===== config.mk =====
export PLATFORM = sky130hd
export DESIGN_NAME = reg_bank_arbiter_flat
export DESIGN_NICKNAME = d
export VERILOG_FILES = /design/src/rtl/reg_bank_arbiter_if.sv /design/src/rtl/reg_bank_arbiter.sv /design/src/flat_wrapper.sv
export SDC_FILE = /design/constraint.sdc
export NUM_CORES = 1
export LEC_CHECK = 0
export CAP_MARGIN = 25
export CORE_ASPECT_RATIO = 2
export CORE_MARGIN = 2
export CORE_UTILIZATION = 52
export DETAILED_ROUTE_END_ITERATION = 10
export PLACE_DENSITY = 0.89
export SLEW_MARGIN = 15
export SYNTH_ARGS = -nofsm -noshare
export SYNTH_HDL_FRONTEND = slang
export SYNTH_SLANG_ARGS = --single-unit

===== constraint.sdc =====
create_clock -name clk -period 5.8 [get_ports clk]
set_input_delay 1.74 -clock clk [delete_from_list [all_inputs] [get_ports clk]]
set_output_delay 1.74 -clock clk [all_outputs]
set_load 0.05 [all_outputs]

===== src/rtl/reg_bank_arbiter_if.sv =====
// Bus between the requesting datapath stages and the register-bank arbiter.
// The bus carries the packed write requests, the registered grant and the asynchronous read port.
//   master : requester side. It drives req, wr_addr, wr_data and rd_addr,
//            and it observes gnt, gnt_valid, gnt_id and rd_data.
//   slave  : arbiter side, with the directions reversed.
interface reg_bank_arbiter_if #(
    parameter int NUM_REQ = 4,
    parameter int WIDTH   = 8,
    parameter int DEPTH   = 4
);
    localparam int ADDR_W = $clog2(DEPTH);
    localparam int ID_W   = $clog2(NUM_REQ);

    logic [NUM_REQ-1:0]        req;
    logic [NUM_REQ*ADDR_W-1:0] wr_addr;
    logic [NUM_REQ*WIDTH-1:0]  wr_data;
    logic [NUM_REQ-1:0]        gnt;
    logic                      gnt_valid;
    logic [ID_W-1:0]           gnt_id;
    logic [ADDR_W-1:0]         rd_addr;
    logic [WIDTH-1:0]          rd_data;

    modport master (
        output req, wr_addr, wr_data, rd_addr,
        input  gnt, gnt_valid, gnt_id, rd_data
    );

    modport slave (
        input  req, wr_addr, wr_data, rd_addr,
        output gnt, gnt_valid, gnt_id, rd_data
    );
endinterface


===== src/rtl/reg_bank_arbiter.sv =====
// Round-robin write arbiter in front of a shared flip-flop register bank.
// Each clock it picks one eligible requester, searching from the round-robin pointer.
// It writes that requester's word into the bank and raises a one-hot grant for one cycle.
// Ports:
//   clk  : rising-edge clock
//   rst  : synchronous active-high reset
//   bus  : reg_bank_arbiter_if.slave (requests, grant, read port)
module reg_bank_arbiter #(
    parameter int NUM_REQ = 4,
    parameter int WIDTH   = 8,
    parameter int DEPTH   = 4
) (
    input logic               clk,
    input logic               rst,
    reg_bank_arbiter_if.slave bus
);
    localparam int ADDR_W = $clog2(DEPTH);
    localparam int ID_W   = $clog2(NUM_REQ);

    logic [WIDTH-1:0]   bank [DEPTH];
    logic [NUM_REQ-1:0] gnt_q;
    logic [ID_W-1:0]    gnt_id_q;
    logic [ID_W-1:0]    ptr;

    logic [NUM_REQ-1:0] eligible;
    logic               win_found;
    logic [ID_W-1:0]    win_id;
    logic [ADDR_W-1:0]  win_addr;
    logic [WIDTH-1:0]   win_data;

    // A requester granted this cycle is masked.
    // This lets it drop req in response to gnt without causing a second write.
    assign eligible = bus.req & ~gnt_q;

    // Search from ptr upwards.
    // NUM_REQ is a power of two, so the ID_W-bit add wraps modulo NUM_REQ by itself.
    always_comb begin
        logic [ID_W-1:0] cand;
        win_found = 1'b0;
        win_id    = '0;
        cand      = '0;
        for (int k = 0; k < NUM_REQ; k++) begin
            cand = ptr + ID_W'(k);
            if (!win_found && eligible[cand]) begin
                win_found = 1'b1;
                win_id    = cand;
            end
        end
    end

    assign win_addr = bus.wr_addr[win_id*ADDR_W +: ADDR_W];
    assign win_data = bus.wr_data[win_id*WIDTH +: WIDTH];

    always_ff @(posedge clk) begin
        if (rst) begin
            for (int i = 0; i < DEPTH; i++) begin
                bank[i] <= '0;
            end
            gnt_q    <= '0;
            gnt_id_q <= '0;
            ptr      <= '0;
        end else if (win_found) begin
            bank[win_addr] <= win_data;
            gnt_q          <= NUM_REQ'(1) << win_id;
            gnt_id_q       <= win_id;
            ptr            <= win_id + ID_W'(1);
        end else begin
            gnt_q <= '0;
        end
    end

    assign bus.gnt       = gnt_q;
    assign bus.gnt_valid = |gnt_q;
    assign bus.gnt_id    = gnt_id_q;
    // During a write cycle the read port still shows the old value.
    // The new word appears only after the edge.
    assign bus.rd_data   = bank[bus.rd_addr];
endmodule


===== src/flat_wrapper.sv =====
// flat-port wrapper written by rule: the top's interface ports become plain ports
module reg_bank_arbiter_flat 
#(
    parameter int NUM_REQ = 4,
    parameter int WIDTH   = 8,
    parameter int DEPTH   = 4
)
  (clk, rst, bus_req, bus_wr_addr, bus_wr_data, bus_rd_addr, bus_gnt, bus_gnt_valid, bus_gnt_id, bus_rd_data);
  reg_bank_arbiter_if #(.NUM_REQ(NUM_REQ), .WIDTH(WIDTH), .DEPTH(DEPTH)) bus_i ();
  input logic clk;
  input logic rst;
  input wire logic [$bits(bus_i.req)-1:0] bus_req;
  input wire logic [$bits(bus_i.wr_addr)-1:0] bus_wr_addr;
  input wire logic [$bits(bus_i.wr_data)-1:0] bus_wr_data;
  input wire logic [$bits(bus_i.rd_addr)-1:0] bus_rd_addr;
  output wire logic [$bits(bus_i.gnt)-1:0] bus_gnt;
  output wire logic [$bits(bus_i.gnt_valid)-1:0] bus_gnt_valid;
  output wire logic [$bits(bus_i.gnt_id)-1:0] bus_gnt_id;
  output wire logic [$bits(bus_i.rd_data)-1:0] bus_rd_data;
  assign bus_i.req = bus_req;
  assign bus_i.wr_addr = bus_wr_addr;
  assign bus_i.wr_data = bus_wr_data;
  assign bus_i.rd_addr = bus_rd_addr;
  assign bus_gnt = bus_i.gnt;
  assign bus_gnt_valid = bus_i.gnt_valid;
  assign bus_gnt_id = bus_i.gnt_id;
  assign bus_rd_data = bus_i.rd_data;
  reg_bank_arbiter #(.NUM_REQ(NUM_REQ), .WIDTH(WIDTH), .DEPTH(DEPTH)) u_core (.clk(clk), .rst(rst), .bus(bus_i));
endmodule

==> flow_metrics.py, run 1 <==
metrics = {
    "setup_path": {
        "worstPathRequired_ns": 4.06,
        "worstPathCellList": "clkdlybuf4s50_1 > mux4_2 > clkdlybuf4s50_1",
        "cpLargestDelayFamily": "buffers and inverters",
        "max_stage_delay_ns": 0.71,
        "path_class": "in -> out",
        "cp.depth": 3,
        "start_kind": "input port",
        "worstRegToRegCells": 7,
        "critPathBufInv": 2,
        "path_common_cell": "clkdlybuf4s50_1",
        "crit_path_end_kind": "output pin",
        "critPathSlowestCell": "clkdlybuf4s50_1",
        "cp_max_fo": 2,
        "worstPathArrival_ns": 3.47,
    },
    "power_and_ir_drop": {
        "power_leakage_uw": 0.00112,
        "power.density_nw_per_um2": 456,
        "ir_drop_mv": 0.352,
    },
    "sta": {
        "grt_setup_unrepaired": "no",
        "post-route-min-period_ns": 5.21,
        "relSlewSlack": 0.592,
        "timing.hold.ws_ns": 0.459,
        "fmax_mhz": 192,
        "period_share": 0.898,
        "setup-tns-final_ns": 0,
        "slew_viol_final": 0,
        "setup_viol": 0,
        "finClkSkew_ns": 0.00520,
        "tightestPinTransition_ns": 0.596,
        "hold_viol_final": 0,
    },
    "floorplan": {
        "core_area_um2": 4300,
        "ios": 63,
        "die_h_um": 97.7,
        "start_util": 0.531,
        "die-area_um2": 4960,
        "rows": 34,
        "fp.dieW_um": 50.8,
    },
    "cts": {
        "cts_buffers": 5,
        "cts_sinks": 40,
        "root_buffer": "clkbuf_8",
        "cts_hold_buf": 0,
        "cts_resized": 0,
        "clock_path_buffers": 2,
        "path_clk_slew_ns": 0.07,
        "h-tree-depth": 2,
        "post_cts_buffers": 0,
        "cts_tree": "done",
        "insertion_delay_ns": 0.29,
    },
    "logic_synthesis": {
        "ys_ff_latch": 40,
        "synth-compound-area-share": 0.0905,
        "synth-simple-area-share": 0.196,
        "synthAdderAreaFrac": 0,
        "synthArstFlopShare": 0,
        "synth_fp_nets": 225,
        "yosys_warnings": 0,
        "synth.area.mux_share": 0.185,
        "syn_area_per_cell_um2": 12.9,
        "synth_edf_count": 32,
        "synth_top_family_by_area": "simple AND/OR/NAND/NOR gates",
        "synth_cell_types": 53,
        "synthFlopType": "edfxtp_1",
        "yosysSeqAreaShare": 0.491,
        "synth_xor_area_frac": 0.00384,
        "synthesis.instances": 177,
        "synth.cell_area_um2": 2280,
    },
    "hold_path": {
        "hp-class": "reg -> reg",
        "hold_depth": 2,
    },
    "place": {
        "place_hpwl_um": 4120,
        "place.port_buffers": 62,
        "post_dp_cell_area_um2": 2920,
        "place_congestion": 0.854,
    },
    "final_layout": {
        "multiInputGateArea_um2": 1080,
        "diodes": 0,
        "nFillCells": 290,
        "fin_area_um2": 3050,
        "area_delta_synth_final_pct": 33.7,
        "register_area_um2": 1120,
        "nNetsFinal": 288,
        "drive_above_1_share": 0.229,
    },
    "status": {
        "status": "finished, final reports clean",
    },
    "route": {
        "wl_per_cell_um": 17.8,
        "drt_iter0_markers": 27,
        "viasPerCell": 5.77,
        "wl_um": 5240,
        "first_pass_iters": 4,
        "vias": 1696,
        "drc": 0,
        "ant_nets": 0,
    },
    "global_route": {
        "antenna_found_initial": 0,
        "grtUsageTotal": 0.226,
        "grt_pass1_wl_um": 8170,
        "grt-ovfl-total": 0,
        "grt_start_max_net_pins": 31,
        "grt_pass1_vias": 1741,
    },
    "job": {
        "maxCapViolCount": 0,
    },
}
through the flow:
step           setup slack [ns]  total power (µW)   util  cells
6_report                  0.593              1390  0.710    294
3_3_place_gp              0.575              1110  0.680    287
2_1_floorplan              1.18               963      -    177
4_1_cts                   0.571              1390  0.710    294
5_1_grt                   0.542              1450  0.710    294
3_5_place_dp              0.573              1130  0.680    287
state kept, by name, indices dropped and copies added (netlist names):
signal	flops
u_core.bus.gnt	4
u_core.bank	32
u_core.ptr	2
u_core.bus.gnt_id	2
tightest hold or removal path, stage by stage (launching register included):
cell	delay [ns]
dfxtp_1	0.31
nand2_1	0.05
a21oi_1	0.05
power by group:
part | switching (µW) | internal (µW)
registers | 46.2 | 416
clock network | 93.5 | 169
logic | 403 | 264
layout make-up:
type                       instances  area share
sequential                        40       0.368
timing repair buffer              67       0.210
inverter                           2     0.00246
clock buffer                       5      0.0226
multi-input combinational        124       0.356
clock inverter                     2      0.0197
tap                               54      0.0221
Yosys cell counts, types with 2 or more instances:
library cell	instances	share of area
nor3_1	16	0.035
mux4_2	9	0.089
o211ai_1	2	0.0066
or4_1	2	0.0066
inv_1	2	0.0033
dfxtp_1	8	0.070
clkbuf_1	4	0.0066
a21oi_1	3	0.0066
a31o_2	2	0.0077
nand2b_1	6	0.016
nor2_1	13	0.021
buf_1	3	0.0049
o22ai_1	2	0.0055
buf_6	3	0.015
nand3_1	2	0.0044
mux2i_1	14	0.061
and3_1	3	0.0082
nor3_2	7	0.031
nand2_1	4	0.0066
o21ai_1	2	0.0044
mux2_2	7	0.035
edfxtp_1	32	0.42
per-layer routing:
layer | GRT usage | part of all wire | routed length [µm] | up-vias
li1 | - | - | - | 817
met1 | 0.200 | 0.31 | 1610 | 810
met2 | 0.466 | 0.63 | 3310 | 56
met3 | 0.0292 | 0.035 | 185 | 13
met4 | 0.0936 | 0.024 | 125 | 0
met5 | 0 | 0 | 0 | -
cell families (layout without fill, tap and decap cells):
logic type | Yosys count | after routing
AND/OR/NAND/NOR | 70 | 70
flip-flops | 40 | 40
multiplexers | 30 | 30
AO/OA/AOI/OAI | 23 | 23
buffers and inverters | 13 | 76
XOR/XNOR | 1 | 1
layout by cell type, fill, tap and decap left out, drive strengths merged, types with 2 or more instances in the layout:
master	instances
clkdlybuf4s50	55
nor2	15
or3b	2
o21ai	3
mux4	9
edfxtp	32
nand3	2
and3	3
or4	2
buf	12
mux2	7
nor3	23
dfxtp	8
o211ai	2
clkbuf	5
a31o	2
inv	2
nand2	5
and3b	2
nand2b	6
mux2i	14
o22ai	2
a21oi	4
bufinv	2
or2	2
a211oi	2
path summary, 6_finish.rpt:
path | startpoint | end | slack, ns
worst max-delay path | bus_rd_addr[0] | bus_rd_data[6] | 0.59
worst min register to register | u_core.bus.gnt_id[0] | u_core.bus.gnt_id[0] | 0.46
worst min-delay path | u_core.bus.gnt_id[0] | u_core.bus.gnt_id[0] | 0.46
worst max register to register | u_core.bus.gnt[0] | u_core.bank[2][5] | 2.86
No activity file was read; power rests on OpenSTA's default activity.
==> inputs of run 2 (changes only) <==
Settings changed: CORE_UTILIZATION 52 to 54, CTS_BUF_LIST set to sky130_fd_sc_hd__clkbuf_4 sky130_fd_sc_hd__clkbuf_8, GPL_TIMING_DRIVEN set to 0, PLACE_DENSITY 0.89 to 0.91.
==> run 2 against run 1 <==
Effect of this change:
- sequential cell count is the same
- global-route usage increased by 0.64 points
- hold slack better by 0.0099 ns
- routed wire length decreased by 0.23%
- combinational power rose by 6.4%
- clock skew increased by 0.0015 ns
- critical path depth unchanged
- final cell count increased by 0.68%
- worst setup slack got worse by 0.055 ns
- non-clock buffer count grew 3
- fmax fell by 1.0%
- critical endpoint is now bus_rd_data[2]
==> flow_metrics.py, run 2 (same netlist as run 1, synthesis figures left out) <==
metrics = {
    "status": {
        "status": "finished, final reports clean",
    },
    "cts": {
        "insertion_delay_ns": 0.29,
        "post_cts_buffers": 0,
        "cts_sinks": 40,
        "cts_resized": 0,
        "clock_path_buffers": 2,
        "cts_buffers": 5,
        "path_clk_slew_ns": 0.08,
        "cts_hold_buf": 0,
        "h-tree-depth": 2,
        "cts_tree": "done",
        "root_buffer": "clkbuf_8",
    },
    "floorplan": {
        "fp.dieW_um": 50.0,
        "ios": 63,
        "start_util": 0.558,
        "die_h_um": 95.9,
        "die-area_um2": 4790,
        "rows": 33,
        "core_area_um2": 4090,
    },
    "setup_path": {
        "worstPathArrival_ns": 3.52,
        "worstRegToRegCells": 6,
        "start_kind": "input port",
        "timing.rr.start": "u_core.bus.gnt[0]",
        "startpoint": "bus_rd_addr[0]",
        "cp_max_fo": 8,
        "crit_path_end_kind": "output pin",
        "reg2reg_slack_ns": 2.85,
        "endpoint": "bus_rd_data[2]",
        "path_class": "in -> out",
        "worstPathRequired_ns": 4.06,
        "worstReg2RegEnd": "u_core.bank[2][3]",
    },
    "global_route": {
        "antenna_found_initial": 0,
        "grt-ovfl-total": 0,
        "grtUsageTotal": 0.233,
        "grt_start_max_net_pins": 14,
        "grt_pass1_vias": 1802,
        "grt_pass1_wl_um": 8220,
    },
    "final_layout": {
        "nFillCells": 282,
        "nNetsFinal": 291,
        "drive_above_1_share": 0.197,
        "area_delta_synth_final_pct": 32.6,
        "final_common_cell": "clkdlybuf4s50_1",
        "multiInputGateArea_um2": 1080,
        "largest_reg_flops": 32,
        "diodes": 0,
        "layout_common_cells": "59 x clkdlybuf4s50_1, 32 x edfxtp_1, 16 x nor3_1, 14 x mux2i_1, 13 x nor2_1",
        "regMostFlops": "u_core.bank",
        "register_area_um2": 1120,
        "fin_area_um2": 3020,
    },
    "sta": {
        "setup_viol": 0,
        "hold_viol_final": 0,
        "post-route-min-period_ns": 5.26,
        "grt_setup_unrepaired": "no",
        "fmax_mhz": 190,
        "setup-tns-final_ns": 0,
        "finClkSkew_ns": 0.00668,
        "tightestPinTransition_ns": 0.729,
        "slew_viol_final": 0,
        "relSlewSlack": 0.512,
        "period_share": 0.907,
    },
    "power_and_ir_drop": {
        "ir_drop_mv": 0.287,
        "power_leakage_uw": 0.00109,
        "power.density_nw_per_um2": 442,
    },
    "place": {
        "place_hpwl_um": 4330,
        "post_dp_cell_area_um2": 2940,
        "place.port_buffers": 59,
        "place_congestion": 0.833,
    },
    "job": {
        "maxCapViolCount": 0,
    },
    "hold_path": {
        "hp-class": "reg -> reg",
    },
    "route": {
        "ant_nets": 0,
        "drc": 0,
        "drt_iter0_markers": 43,
        "wl_um": 5230,
        "vias": 1734,
        "wl_per_cell_um": 17.7,
        "viasPerCell": 5.86,
        "first_pass_iters": 4,
    },
}
run 2: cell types whose count changed in the layout (fill, tap and decap cells not counted):
| cell | before | now |
|---|---|---|
| buf_1 | 0 | 3 |
| buf_4 | 12 | 1 |
| buf_6 | 0 | 3 |
| bufinv_16 | 2 | 0 |
| clkbuf_1 | 0 | 4 |
| clkdlybuf4s50_1 | 55 | 59 |
| clkinv_2 | 0 | 2 |
| clkinv_4 | 0 | 1 |
run 2: cell type report:
cell class | count | area share
Timing Repair Buffer | 59 | 0.195
Multi-Input combinational cell | 124 | 0.359
Clock buffer | 5 | 0.0228
Inverter | 2 | 0.00248
Buffer | 11 | 0.0223
Tap cell | 52 | 0.0215
Clock inverter | 3 | 0.00621
Sequential cell | 40 | 0.371
run 2: power by group:
part           internal [µW]  total, µW  switching (µW)  leakage [µW]
Sequential               415        448            32.6      0.000403
Combinational            284        710             425      0.000635
Clock                   83.7        179            95.0     0.0000479
Total                    783       1340             553       0.00109
run 2: worst max-delay path, cell delays in order:
cell and delay [ns]:
clkbuf_1 0.47, mux4_2 0.59, clkdlybuf4s50_1 0.71
run 2: worst min-delay path by stage:
| stage | end | start | slack, ns | cells past startpoint |
|---|---|---|---|---|
| final | u_core.bus.gnt_id[0] | u_core.bus.gnt_id[0] | 0.47 | 2 |
| after global routing | u_core.bus.gnt_id[1] | u_core.bus.gnt_id[1] | 0.50 | 2 |
| after CTS | u_core.bus.gnt_id[0] | u_core.bus.gnt_id[0] | 0.47 | 2 |
| after detailed placement | u_core.bus.gnt_id[0] | u_core.bus.gnt_id[0] | 0.46 | 2 |
| after global placement | u_core.bus.gnt_id[0] | u_core.bus.gnt_id[0] | 0.45 | 2 |
| after floorplan | u_core.ptr[0] | u_core.ptr[0] | 0.53 | 2 |
run 2: per-layer routing:
layer,vias up,share of wire,global-route usage
li1,825,-,-
met1,833,0.31,0.195
met2,59,0.62,0.481
met3,17,0.029,0.0264
met4,0,0.043,0.153
met5,-,0,0
run 2: stage by stage:
stage	hold slack [ns]	std cells	util	total power, µW	setup WS (ns)
3_5_place_dp	0.460	288	0.718	1160	0.490
3_3_place_gp	0.448	288	0.718	1140	0.493
6_report	0.469	296	0.740	1340	0.538
4_1_cts	0.471	296	0.740	1340	0.488
5_1_grt	0.502	296	0.740	1390	0.421
2_1_floorplan	0.530	177	-	963	1.18
